**src/rtl/vga_pkg.sv**
```systemverilog
// rtl/vga_pkg.sv - 640x480 VGA timing constants, pixel record and lock-state enum
package vga_pkg;

  localparam int H_SYNC  = 96;
  localparam int H_BP    = 48;
  localparam int H_ACT   = 640;
  localparam int H_TOTAL = 800;
  localparam int V_SYNC  = 2;
  localparam int V_BP    = 33;
  localparam int V_ACT   = 480;
  localparam int V_TOTAL = 525;

  typedef struct packed {
    logic [9:0]  x;
    logic [9:0]  y;
    logic [23:0] rgb;
  } pixel_t;

  typedef enum logic [1:0] {
    HUNT,
    CHECK1,
    CHECK2,
    LOCKED
  } lock_state_t;

endpackage

```
**src/rtl/vga_rx_if.sv**
```systemverilog
// rtl/vga_rx_if.sv - VGA sync/colour inputs and recovered pixel stream
interface vga_rx_if;

  logic        hsync;
  logic        vsync;
  logic [7:0]  vga_r;
  logic [7:0]  vga_g;
  logic [7:0]  vga_b;
  logic        pix_valid;
  logic [9:0]  pix_x;
  logic [9:0]  pix_y;
  logic [23:0] pix_data;
  logic        frame_start;
  logic        locked;
  logic        err;

  modport master (
    output hsync, vsync, vga_r, vga_g, vga_b,
    input  pix_valid, pix_x, pix_y, pix_data, frame_start, locked, err
  );

  modport slave (
    input  hsync, vsync, vga_r, vga_g, vga_b,
    output pix_valid, pix_x, pix_y, pix_data, frame_start, locked, err
  );

endinterface

```
**src/rtl/vga_edge_det.sv**
```systemverilog
// rtl/vga_edge_det.sv - two-stage sync sampler with rising-edge detect
module vga_edge_det (
  input  logic pclk,
  input  logic reset_n,
  input  logic d,
  output logic rise
);

  logic s1;
  logic s2;

  // Syncs idle high, so resetting to 1 avoids a false edge right after reset.
  always_ff @(posedge pclk or negedge reset_n) begin
    if (!reset_n) begin
      s1 <= 1'b1;
      s2 <= 1'b1;
    end else begin
      s1 <= d;
      s2 <= s1;
    end
  end

  assign rise = s1 & ~s2;

endmodule

```
**src/rtl/vga_rx.sv**
```systemverilog
// rtl/vga_rx.sv - VGA receiver: coordinate recovery and pixel stream; VGA_RX_CHECK_EN adds timing checks and lock FSM
module vga_rx
  import vga_pkg::*;
#(
  parameter int HBP  = H_BP,
  parameter int HACT = H_ACT,
  parameter int HTOT = H_TOTAL,
  parameter int VBP  = V_BP,
  parameter int VACT = V_ACT,
  parameter int VTOT = V_TOTAL
) (
  input logic     pclk,
  input logic     reset_n,
  vga_rx_if.slave vga
);

  localparam logic [9:0] H_FIRST = 10'(HBP);
  localparam logic [9:0] H_END   = 10'(HBP + HACT);
  localparam logic [9:0] V_FIRST = 10'(VBP);
  localparam logic [9:0] V_END   = 10'(VBP + VACT);

  logic        hs_rise;
  logic        vs_rise;
  logic [23:0] rgb_s1;
  logic [23:0] rgb_s2;
  logic [9:0]  h_cnt;
  logic [9:0]  l_cnt;
  logic        pending;
  logic        synced;
  logic        lock_ok;
  logic        in_win;
  logic        win_ok;
  pixel_t      pix_q;
  logic        pix_valid_q;
  logic        frame_start_q;

  vga_edge_det u_hs (.pclk, .reset_n, .d(vga.hsync), .rise(hs_rise));
  vga_edge_det u_vs (.pclk, .reset_n, .d(vga.vsync), .rise(vs_rise));

  assign in_win = (h_cnt >= H_FIRST) && (h_cnt < H_END) &&
                  (l_cnt >= V_FIRST) && (l_cnt < V_END);
  // l_cnt only means anything once a vsync has anchored it.
  assign win_ok = in_win && synced && lock_ok;

  always_ff @(posedge pclk or negedge reset_n) begin
    if (!reset_n) begin
      rgb_s1        <= '0;
      rgb_s2        <= '0;
      h_cnt         <= '0;
      l_cnt         <= '0;
      pending       <= 1'b0;
      synced        <= 1'b0;
      pix_q         <= '0;
      pix_valid_q   <= 1'b0;
      frame_start_q <= 1'b0;
    end else begin
      rgb_s1 <= {vga.vga_r, vga.vga_g, vga.vga_b};
      rgb_s2 <= rgb_s1;
      if (hs_rise) begin
        h_cnt <= '0;
      end else if (h_cnt != 10'h3FF) begin
        h_cnt <= h_cnt + 10'd1;
      end
      if (hs_rise) begin
        if (pending || vs_rise) begin
          l_cnt  <= '0;
          synced <= 1'b1;
        end else if (l_cnt != 10'h3FF) begin
          l_cnt <= l_cnt + 10'd1;
        end
        pending <= 1'b0;
      end else if (vs_rise) begin
        pending <= 1'b1;
      end
      pix_valid_q   <= win_ok;
      frame_start_q <= win_ok && (h_cnt == H_FIRST) && (l_cnt == V_FIRST);
      pix_q.x       <= h_cnt - H_FIRST;
      pix_q.y       <= l_cnt - V_FIRST;
      pix_q.rgb     <= rgb_s2;
    end
  end

`ifdef VGA_RX_CHECK_EN
  localparam logic [9:0] H_LAST = 10'(HTOT - 1);
  localparam logic [9:0] V_LAST = 10'(VTOT - 1);

  lock_state_t state;
  logic        h_seen;
  logic        line_err_seen;
  logic        err_q;
  logic        line_bad;
  logic        frame_bad;

  assign line_bad  = hs_rise && h_seen && (h_cnt != H_LAST);
  assign frame_bad = vs_rise && (l_cnt != V_LAST);

  // A frame that only carried line errors is retried silently; err marks length mismatches.
  always_ff @(posedge pclk or negedge reset_n) begin
    if (!reset_n) begin
      state         <= HUNT;
      h_seen        <= 1'b0;
      line_err_seen <= 1'b0;
      err_q         <= 1'b0;
    end else begin
      err_q <= 1'b0;
      if (hs_rise) h_seen <= 1'b1;
      if (vs_rise) begin
        line_err_seen <= 1'b0;
      end else if (line_bad) begin
        line_err_seen <= 1'b1;
      end
      if (state == HUNT) begin
        if (vs_rise) state <= CHECK1;
      end else if (line_bad || frame_bad) begin
        state <= CHECK1;
        err_q <= 1'b1;
      end else if (vs_rise) begin
        if (line_err_seen) begin
          state <= CHECK1;
        end else if (state == CHECK1) begin
          state <= CHECK2;
        end else begin
          state <= LOCKED;
        end
      end
    end
  end

  assign lock_ok    = (state == LOCKED);
  assign vga.locked = lock_ok;
  assign vga.err    = err_q;
`else
  assign lock_ok    = 1'b1;
  assign vga.locked = 1'b1;
  assign vga.err    = 1'b0;
`endif

  assign vga.pix_valid   = pix_valid_q;
  assign vga.pix_x       = pix_q.x;
  assign vga.pix_y       = pix_q.y;
  assign vga.pix_data    = pix_q.rgb;
  assign vga.frame_start = frame_start_q;

endmodule

```
**src/flat_wrapper.sv**
```systemverilog
// flat-port wrapper written by rule: the top's interface ports become plain ports
module vga_rx_flat import vga_pkg::*;
#(
  parameter int HBP  = H_BP,
  parameter int HACT = H_ACT,
  parameter int HTOT = H_TOTAL,
  parameter int VBP  = V_BP,
  parameter int VACT = V_ACT,
  parameter int VTOT = V_TOTAL
)
  (pclk, reset_n, vga_hsync, vga_vsync, vga_vga_r, vga_vga_g, vga_vga_b, vga_pix_valid, vga_pix_x, vga_pix_y, vga_pix_data, vga_frame_start, vga_locked, vga_err);
  vga_rx_if vga_i ();
  input logic pclk;
  input logic reset_n;
  input wire logic [$bits(vga_i.hsync)-1:0] vga_hsync;
  input wire logic [$bits(vga_i.vsync)-1:0] vga_vsync;
  input wire logic [$bits(vga_i.vga_r)-1:0] vga_vga_r;
  input wire logic [$bits(vga_i.vga_g)-1:0] vga_vga_g;
  input wire logic [$bits(vga_i.vga_b)-1:0] vga_vga_b;
  output wire logic [$bits(vga_i.pix_valid)-1:0] vga_pix_valid;
  output wire logic [$bits(vga_i.pix_x)-1:0] vga_pix_x;
  output wire logic [$bits(vga_i.pix_y)-1:0] vga_pix_y;
  output wire logic [$bits(vga_i.pix_data)-1:0] vga_pix_data;
  output wire logic [$bits(vga_i.frame_start)-1:0] vga_frame_start;
  output wire logic [$bits(vga_i.locked)-1:0] vga_locked;
  output wire logic [$bits(vga_i.err)-1:0] vga_err;
  assign vga_i.hsync = vga_hsync;
  assign vga_i.vsync = vga_vsync;
  assign vga_i.vga_r = vga_vga_r;
  assign vga_i.vga_g = vga_vga_g;
  assign vga_i.vga_b = vga_vga_b;
  assign vga_pix_valid = vga_i.pix_valid;
  assign vga_pix_x = vga_i.pix_x;
  assign vga_pix_y = vga_i.pix_y;
  assign vga_pix_data = vga_i.pix_data;
  assign vga_frame_start = vga_i.frame_start;
  assign vga_locked = vga_i.locked;
  assign vga_err = vga_i.err;
  vga_rx #(.HBP(HBP), .HACT(HACT), .HTOT(HTOT), .VBP(VBP), .VACT(VACT), .VTOT(VTOT)) u_core (.pclk(pclk), .reset_n(reset_n), .vga(vga_i));
endmodule
```
**config.mk**
```make
export PLATFORM = sky130hd
export DESIGN_NAME = vga_rx_flat
export DESIGN_NICKNAME = d
export VERILOG_FILES = /design/src/rtl/vga_pkg.sv /design/src/rtl/vga_rx_if.sv /design/src/rtl/vga_edge_det.sv /design/src/rtl/vga_rx.sv /design/src/flat_wrapper.sv
export SDC_FILE = /design/constraint.sdc
export NUM_CORES = 1
export LEC_CHECK = 0
export CORE_MARGIN = 1.5
export CORE_UTILIZATION = 35
export CTS_BUF_LIST = sky130_fd_sc_hd__clkbuf_16
export CTS_CLUSTER_DIAMETER = 60
export DETAILED_ROUTE_END_ITERATION = 8
export SETUP_SLACK_MARGIN = 0.4
export SLEW_MARGIN = 20
export SYNTH_ARGS = -nofsm -noshare
export SYNTH_HDL_FRONTEND = slang
export SYNTH_SLANG_ARGS = --single-unit
```
**constraint.sdc**
```tcl
create_clock -name pclk -period 3.3 [get_ports pclk]
set_input_delay 0.99 -clock pclk [delete_from_list [all_inputs] [get_ports pclk]]
set_output_delay 0.99 -clock pclk [all_outputs]
set_load 0.005 [all_outputs]
```
==> key figures, run 1 <==
Floorplan
  – Area of the die: 12270 um2
  – Cell row count: 39
  – Die W: ~110 um
  – Die height: 110.8 um
  – Starting Density: between 30% and 40%
  – # IOs: 76
  – Core Box Area: roughly 11000 um2

Synthesis
  – Yosys reg bits: 120
  – Async set or reset register ratio after synthesis: 100.0%
  – Mapped Cells: 279
  – Post-synth top area share: a little under three quarters
  – Cell Area, Synth: 4066 um2
  – Mapped Nets: 313
  – Syn Area/Cell: 14.57 um2
  – Most numerous cell in the Yosys netlist: dfrtp_1
  – EDFF count, synth: 0
  – Post-synth top cells: dfrtp_1 (116), nand2_1 (18), a21oi_1 (12), nor2_1 (12), o21ai_0 (12)
  – Count of cell types in the netlist: 48
  – Synth area leaders: dfrtp_1 (71%), dfstp_2 (2.6%), xor2_1 (1.9%), ha_1 (1.8%), nand2_1 (1.7%)
  – Post-synthesis sequential area ratio: 73.97%
  – Dominant synthesized flop cell: dfrtp_1
  – Post-synth top area cell: dfrtp_1
  – YS warnings: 0

STA
  – Clock Skew: 4.901 ps
  – Slew headroom: 47.86%
  – RSZ-0062 raised after global routing: false
  – Setup TNS: 0 ps
  – Pins Over Slew Limit: 0
  – Worst Tran Pin Value: 771.3 ps
  – Final period utilization: 67.81%
  – Hold Fails Final Rpt: 0
  – Worst hold slack: 341.7 ps
  – Achievable frequency: 446.9 MHz
  – Setup violations, final: 0
  – Clock period minus worst slack: 2238 ps

Setup path
  – Reg2Reg Capture Point: u_core.vga.frame_start
  – CP Max Fanout: 1
  – Critical path startpoint category: flip-flop
  – Crit path DAT: ~1300 ps
  – R2r startpoint: u_core.h_cnt[0]
  – CP peak stage delay: 510 ps
  – Top cell family by delay on the critical path: buffers and inverters
  – CP Cell Sequence: clkdlybuf4s50_1
  – Required time of the worst setup path: 2310 ps
  – Worst Path Buf+Inv: 1
  – Worst reg-to-reg setup slack: 1380 ps
  – R2R depth: 4
  – Critical path's slowest cell: clkdlybuf4s50_1
  – Element type at the critical path end: output port
  – CP Class: reg2out

Drt
  – Final ANT Viol Nets: 0
  – Routed WL: 7188 um
  – Vias: 2378
  – Mean routed wirelength per cell: 13.88 um
  – Drt drc: 0
  – DR iter-0 viols: 165
  – DRT Pass-1 Iters: 4
  – Vias per cell: 4.591

Finish
  – Nets: 396
  – Layout cells sized above 1: between 10% and 20%
  – Post-route insts no fill: 518
  – Number of diodes: 0
  – Synth-to-layout area growth: 35.63%
  – Core occupancy in the finished layout: 48.51%

Place
  – DPL Wire Length: 4733 um
  – Placed cell count: 486
  – GP Congestion: 0.8657
  – # port buffers: 73

Flow run
  – Max-cap check violation count: 0

Min path
  – WHS Endpoint: u_core.vga.pix_data[10]
  – Hold path depth: 0
  – Hold path start: u_core.rgb_s2[10]
  – Worst min-delay path class: reg2reg

CTS
  – Hold-fix buffers at CTS: 0
  – TritonCTS clock tree: yes
  – # clock sinks: 120
  – Worst skew pair latency: roughly 400 ps
  – CTS resizes: 0
  – Clk buf depth: 2
  – Root Buffer: clkbuf_16
  – Postcts setup bufs: 0
  – Clock Pin Slew Worst Setup and Hold Paths: ~60 ps
  – Num CTS Buffers: 17
  – H-tree Lvls: 4

Power
  – Tot Pwr: 3.871 mW
  – LEAKAGE: ~2.4 nW
  – Peak VDD IR: 0.3239 mV
  – Pwr Density: roughly 700 nW/um2

Global route
  – Initial antenna violation count: 0
  – Global route total overflow: 0
  – Number of global-route vias before repair: between 2000 and 2500
  – Largest net degree at the start of global routing: 55
  – First-pass GRT wire length: 11980 um
  – GRT Util Overall: 12.78%

Run status
  – Status: finished clean
-- cell usage in the layout (no fill, tap or decap), types with 6 or more instances in the layout --
cell             count
clkbuf_16           17
dfrtp_1            116
nand2_1             18
xor2_1               9
o21ai_0             12
mux2i_1              6
ha_1                 6
nand2b_1             7
clkdlybuf4s50_1     72
a21oi_1             12
inv_1                7
nor2_1              12
-- kinds of logic (layout without fill, tap and decap cells) --
group	Yosys count	in the layout	synth area share, %
AND/OR/NAND/NOR	71	71	9.785
multiplexers	6	6	1.477
flip-flops	120	120	73.97
other	2	2	0.1847
adder cells (fa/ha/maj)	6	6	1.846
XOR/XNOR	13	13	2.800
buffers and inverters	20	116	3.169
AO/OA/AOI/OAI	41	41	6.769
-- how the worst max path moves through the flow --
stage                             start              endpoint  slack (ps)  cells past startpoint
global placement    u_core.vga.pix_y[0]          vga_pix_y[0]        1460                      1
global route        u_core.vga.pix_x[7]          vga_pix_x[7]        1010                      1
floorplan               u_core.l_cnt[0]  u_core.vga.pix_valid        1590                      6
finish              u_core.vga.pix_x[1]          vga_pix_x[1]        1060                      1
detailed placement      u_core.l_cnt[0]  u_core.vga.pix_valid        1430                      6
CTS                 u_core.vga.pix_y[0]          vga_pix_y[0]        1030                      1
-- flip-flops by register name, summed over array words and instances (netlist names), 10 cells and up --
signal,flops
u_core.vga.pix_y,10
u_core.vga.pix_x,10
u_core.l_cnt,10
u_core.vga.pix_data,24
u_core.h_cnt,10
u_core.rgb_s1,24
u_core.rgb_s2,24
-- through the flow --
stage	cell area [um2]	setup WS [ps]
2_1_floorplan	4066	1585
3_3_place_gp	4913	1456
3_5_place_dp	4913	1431
4_1_cts	5515	1035
5_1_grt	5515	1007
6_report	5515	1062
-- where the power goes --
group          internal, mW  switching [mW]  total, mW
logic                 0.198           0.152      0.350
registers              1.60          0.0724       1.67
clock network          1.19           0.663       1.85
total                  2.98           0.888       3.87
-- per-layer routing --
metal / up-vias / GRT usage, % / routed length [um]
met4: 0 / 6.325 / 119
met3: 15 / 5.194 / 405
met1: 1169 / 16.36 / 3316
met2: 74 / 18.81 / 3346
met5: - / 0 / 0
li1: 1120 / - / -
-- layout make-up --
class                      instances  area (um2)
fill                            1003        5854
sequential                       120        3008
multi-input combinational        139       929.6
timing repair buffer              77       770.7
clock buffer                      17       425.4
tap                              143       178.9
clock inverter                    15       176.4
inverter                           7       26.28
(Power assumes the default switching activity.)
==> run 2, diff against run 1 <==
- clock period: 3.3 -> 1.9 ns (I/O delays scaled with it)
==> run 2 against run 1 <==
  * Register-to-register slack lost 1200 ps
  * Die area is the same
  * Cell area increased by 3.7%
  * Sequential power grew 74%
  * Worst hold slack better by 0.80 ps
  * Critical path depth rose by 5
  * Sequential share of layout area shrank 1.8 points
  * Largest power group unchanged
==> key figures, run 2 (synthesized netlist as in run 1, its figures left out) <==
Global route
  – Initial antenna violation count: 0 (unchanged)
  – Largest net degree at the start of global routing: 58 (+5.5%)
  – First-pass GRT wire length: 13100 um (+9.4%)
  – Global route total overflow: 0 (unchanged)
  – GRT Util Overall: 13.81% (+1.0 points)
  – Number of global-route vias before repair: 2578 (+7.6%)

CTS
  – TritonCTS clock tree: yes
  – Root Buffer: clkbuf_16
  – Clock Pin Slew Worst Setup and Hold Paths: 50 ps (about the same)
  – H-tree Lvls: 4 (unchanged)
  – # clock sinks: 120 (unchanged)
  – Clk buf depth: 2 (unchanged)
  – Worst skew pair latency: 400 ps (about the same)
  – Num CTS Buffers: 17 (unchanged)

STA
  – Achievable frequency: 581.5 MHz
  – Clock period minus worst slack: 1720 ps
  – Worst Tran Pin Value: 493.2 ps (-278.1 ps)
  – Worst hold slack: 342.5 ps (+0.7980 ps)
  – Slew headroom: 66.27% (+18 points)
  – Final period utilization: 90.50%
  – Pins Over Slew Limit: 0 (unchanged)
  – Clock Skew: 5.239 ps (+0.3377 ps)
  – Setup TNS: 0 ps (unchanged)
  – RSZ-0062 raised after global routing: true
  – Setup violations, final: 0 (unchanged)
  – Hold Fails Final Rpt: 0 (unchanged)

Floorplan
  – # IOs: 76 (unchanged)
  – Die height: 110.8 um (unchanged)
  – Core Box Area: 11370 um2 (unchanged)
  – Cell row count: 39 (unchanged)
  – Starting Density: 35.77% (unchanged)
  – Die W: 110.8 um (unchanged)
  – Area of the die: 12270 um2 (unchanged)

Setup path
  – CP peak stage delay: 400 ps (-110 ps)
  – Element type at the critical path end: flip-flop
  – Worst Path Buf+Inv: 2 (+1)
  – Crit path DAT: 1980 ps (+730 ps)
  – Critical path's slowest cell: dfrtp_2
  – R2r startpoint: u_core.l_cnt[0]
  – CP Max Fanout: 4 (+3)
  – CP Class: reg2reg
  – Required time of the worst setup path: 2160 ps (-150 ps)
  – R2R depth: 6 (+2)
  – Critical path startpoint: u_core.l_cnt[0]
  – Top cell family by delay on the critical path: simple AND/OR/NAND/NOR gates
  – CP Cell Sequence: buf_4 > and3_4 > nand4_1 > buf_4 > a211oi_1 > a211oi_1
  – CP Depth: 6 (+5)
  – Critical path startpoint category: flip-flop

Drt
  – Mean routed wirelength per cell: 14.73 um (+6.2%)
  – Final ANT Viol Nets: 0 (unchanged)
  – Vias: 2569 (+8.0%)
  – Drt drc: 0 (unchanged)
  – DRT Pass-1 Iters: 4 (unchanged)
  – Vias per cell: 4.646 (+1.2%)
  – DR iter-0 viols: 117 (-29%)
  – Routed WL: 8148 um (+13%)

Finish
  – Nets: 433 (+9.3%)
  – Synth-to-layout area growth: 40.62%
  – Number of diodes: 0 (unchanged)
  – Final-layout fill cell count: 968 (-3.5%)
  – Layout cells sized above 1: 39.27% (+26 points)
  – Commonest non-fill, non-tap cell in the layout: dfrtp_1
  – Area of the multi-input gates: 1091 um2 (+17%)
  – Post-route insts no fill: 553 (+6.8%)
  – Most frequent cells in the layout: dfrtp_1 (108), buf_2 (45), buf_4 (36)
  – FF+latch area: 3018 um2 (+0.33%)

Place
  – # port buffers: 73 (unchanged)
  – GP Congestion: 0.7769 (-10%)
  – Placed cell count: 490 (+0.82%)
  – DPL Wire Length: 4817 um (+1.8%)

Flow run
  – Max-cap check violation count: 0 (unchanged)

Min path
  – Hold path depth: 0 (unchanged)
  – Worst min-delay path class: reg2reg
  – Hold path start: u_core.rgb_s1[3]

Power
  – Tot Pwr: 6.615 mW (+71%)
  – Peak VDD IR: 0.5343 mV (+65%)
  – LEAKAGE: 2.532 nW (+7.5%)
  – Pwr Density: 1157 nW/um2 (+65%)

Run status
  – Status: finished clean
run 2: layer usage:
layer	vias to the layer above	wire [um]	global-route usage, %	part of all wire [%]
met4	0	264	7.521	3.2
met1	1267	3674	18.38	45
li1	1189	-	-	-
met3	23	403	4.265	4.9
met2	90	3805	20.25	47
met5	-	0	0	0
run 2: repair_timing:
item	in CTS	in global routing
hold endpoints to repair	6	0
endpoints found under the setup margin	66	32
hold buffers	1	0
gates resized for setup	195	28
setup buffers	18	14
pin swaps	11	7
run 2: through the flow:
step           utilization, %  instance area (um2)  worst slack (ps)
6_report                50.29                 5718             180.4
5_1_grt                 50.29                 5718             115.6
4_1_cts                 48.45                 5509             265.2
3_5_place_dp            43.75                 4975             166.7
3_3_place_gp            43.75                 4975             211.3
2_1_floorplan               -                 4085             257.0
run 2: worst paths after layout:
path | endpoint | slack (ps)
max | u_core.l_cnt[5] | 180
min | u_core.rgb_s2[3] | 340
max reg2reg | u_core.l_cnt[5] | 180
min reg2reg | u_core.rgb_s2[3] | 340
max in group asynchronous | u_core.u_hs.s2 | 820
min in group asynchronous | u_core.rgb_s1[11] | 540
run 2: area by class of cell:
| class | count | area share, % |
|---|---|---|
| Timing Repair Buffer | 114 | 14.77 |
| Clock buffer | 17 | 7.440 |
| Inverter | 7 | 0.4595 |
| Tap cell | 143 | 3.129 |
| Multi-Input combinational cell | 139 | 19.08 |
| Sequential cell | 120 | 52.78 |
| Clock inverter | 13 | 2.341 |
run 2: power by group:
group	internal, mW	total [mW]	switching [mW]
clock	1.90	2.98	1.08
combinational	0.401	0.736	0.334
sequential	2.78	2.90	0.124
total	5.08	6.61	1.54
==> run 3, diff against run 2 <==
- clock period: 1.9 -> 1.8 ns (I/O delays scaled with it)
==> run 3 against run 2 <==
  * Maximum frequency grew 5.3%
  * Count of clock-buffer cells in the layout stayed put
  * Largest power group unchanged
  * Via count grew 0.16%
  * Register-to-register slack about the same
  * Largest cell class unchanged
  * Combinational power rose by 2%
==> key figures, run 3 (synthesized netlist as in run 1, its figures left out) <==
Floorplan
  – Area of the die: 12270 um2 (unchanged)
  – Die height: 110.8 um (unchanged)
  – # IOs: 76 (unchanged)
  – Cell row count: 39 (unchanged)
  – Core Box Area: 11370 um2 (unchanged)
  – Die W: 110.8 um (unchanged)
  – Starting Density: 35.77% (unchanged)

Power
  – LEAKAGE: 2.521 nW (-0.45%)
  – Peak VDD IR: 0.8027 mV (+50%)
  – Pwr Density: 1268 nW/um2 (+9.6%)

Drt
  – Vias per cell: 4.661 (+0.34%)
  – Final ANT Viol Nets: 0 (unchanged)
  – DR iter-0 viols: 164 (+40%)
  – DRT Pass-1 Iters: 4 (unchanged)
  – Drt drc: 0 (unchanged)
  – Routed WL: 8118 um (-0.37%)
  – Vias: 2573 (+0.16%)
  – Mean routed wirelength per cell: 14.71 um (-0.19%)

Setup path
  – Required time of the worst setup path: 2090 ps (-70 ps)
  – Critical path's slowest cell: or4b_4
  – Top cell family by delay on the critical path: simple AND/OR/NAND/NOR gates
  – CP peak stage delay: 500 ps (+100 ps)
  – Worst Path Buf+Inv: 1 (-1)
  – CP Max Fanout: 4 (unchanged)
  – Element type at the critical path end: flip-flop
  – Critical path startpoint: u_core.l_cnt[1]
  – R2r startpoint: u_core.l_cnt[1]
  – CP Class: reg2reg
  – Crit path DAT: 1920 ps (-60 ps)
  – Critical path startpoint category: flip-flop
  – CP Cell Sequence: inv_2 > ha_4 > or4b_4 > o21ai_2 > a21oi_1 > o21a_1

STA
  – Final period utilization: 90.75% (+0.24 points)
  – Setup violations, final: 0 (unchanged)
  – Clock period minus worst slack: 1633 ps (-86.12 ps)
  – Worst Tran Pin Value: 480.9 ps (-12.31 ps)
  – Achievable frequency: 612.2 MHz (+5.3%)
  – Slew headroom: 67.11% (+0.84 points)
  – Clock Skew: 8.558 ps (+3.319 ps)
  – Post-route setup slack: 166.5 ps (-13.88 ps)
  – Pins Over Slew Limit: 0 (unchanged)
  – Setup TNS: 0 ps (unchanged)
  – RSZ-0062 raised after global routing: true
  – Hold Fails Final Rpt: 0 (unchanged)

CTS
  – Root Buffer: clkbuf_16
  – # clock sinks: 120 (unchanged)
  – Clk buf depth: 2 (unchanged)
  – H-tree Lvls: 4 (unchanged)
  – Clock Pin Slew Worst Setup and Hold Paths: 60 ps (about the same)
  – TritonCTS clock tree: yes
  – Num CTS Buffers: 17 (unchanged)
  – Worst skew pair latency: 410 ps (about the same)

Finish
  – Core occupancy in the finished layout: 50.42% (+0.13 points)
  – Most frequent cells in the layout: dfrtp_1 (107), buf_2 (45), buf_4 (31)
  – Nets: 430 (-0.69%)
  – Number of diodes: 0 (unchanged)
  – Commonest non-fill, non-tap cell in the layout: dfrtp_1
  – Layout cells sized above 1: 38.63% (-0.64 points)
  – Synth-to-layout area growth: 40.98%

Flow run
  – Max-cap check violation count: 0 (unchanged)

Min path
  – Worst min-delay path class: reg2reg
  – Hold path start: u_core.rgb_s1[1]

Place
  – # port buffers: 73 (unchanged)
  – GP Congestion: 0.7899 (+1.7%)
  – DPL Wire Length: 4755 um (-1.3%)
  – Dpl ws: 67.74 ps (-99.00 ps)

Global route
  – GRT Util Overall: 14.29% (+0.48 points)
  – Initial antenna violation count: 0 (unchanged)
  – Number of global-route vias before repair: 2680 (+4.0%)
  – Largest net degree at the start of global routing: 77 (+33%)
  – First-pass GRT wire length: 13540 um (+3.3%)
  – Global route total overflow: 0 (unchanged)

Run status
  – Status: finished clean
-- run 3: metal layers --
metal | vias to the layer above | track usage, % | wire, um
li1 | 1178 | - | -
met1 | 1301 | 17.90 | 3604
met2 | 85 | 22.39 | 4011
met3 | 9 | 5.467 | 410
met4 | 0 | 5.726 | 91
met5 | - | 0 | 0
-- run 3: worst register-to-register path, delay by kind of cell (launching register included) --
kind            cells  cell delay [ps]
compound gates      3              380
simple gates        1              500
buf+inv             1               90
flops               1              440
fa+ha+maj           1              120
-- run 3: layout make-up --
cell class	count	area, um2
clock buffer	17	425.4
clock inverter	15	185.2
fill	968	5637
tap	143	178.9
timing repair buffer	110	818.3
sequential	120	3019
multi-input combinational	140	1080
inverter	7	26.28
-- run 3: path summary, 6_finish.rpt --
| path | to | slack (ps) | depth (start not counted) |
|---|---|---|---|
| worst max-delay path | u_core.vga.pix_valid | 170 | 6 |
| min in group asynchronous | u_core.vga.pix_data[12] | 520 | 2 |
| max in group asynchronous | u_core.u_hs.s1 | 620 | 3 |
| worst min-delay path | u_core.rgb_s2[1] | 340 | 0 |
| worst min register to register | u_core.rgb_s2[1] | 340 | 0 |
| worst max register to register | u_core.vga.pix_valid | 170 | 6 |
-- run 3: per-stage QoR --
stage	cells	cell area, um2	hold WS (ps)	total power [mW]
after global routing	552	5733	347.6	7.582
after floorplan	279	4095	244.4	3.336
final	552	5733	342.6	7.270
after detailed placement	489	4977	334.7	3.794
after CTS	542	5588	344.9	7.312
after global placement	489	4977	331.2	3.782
-- run 3: power by group --
group          internal, mW  switching, mW
Clock                  2.29           1.17
Sequential             2.93          0.134
Combinational         0.403          0.347
Total                  5.62           1.65
-- run 3: what timing repair did --
action / CTS / global route
setup buffers: 19 / 10
hold endpoints to repair: 9 / 0
pin swaps: 14 / 2
hold buffers: 1 / 0
gates cloned: 1 / 0
endpoints found under the setup margin: 71 / 73
resized for setup: 198 / 21
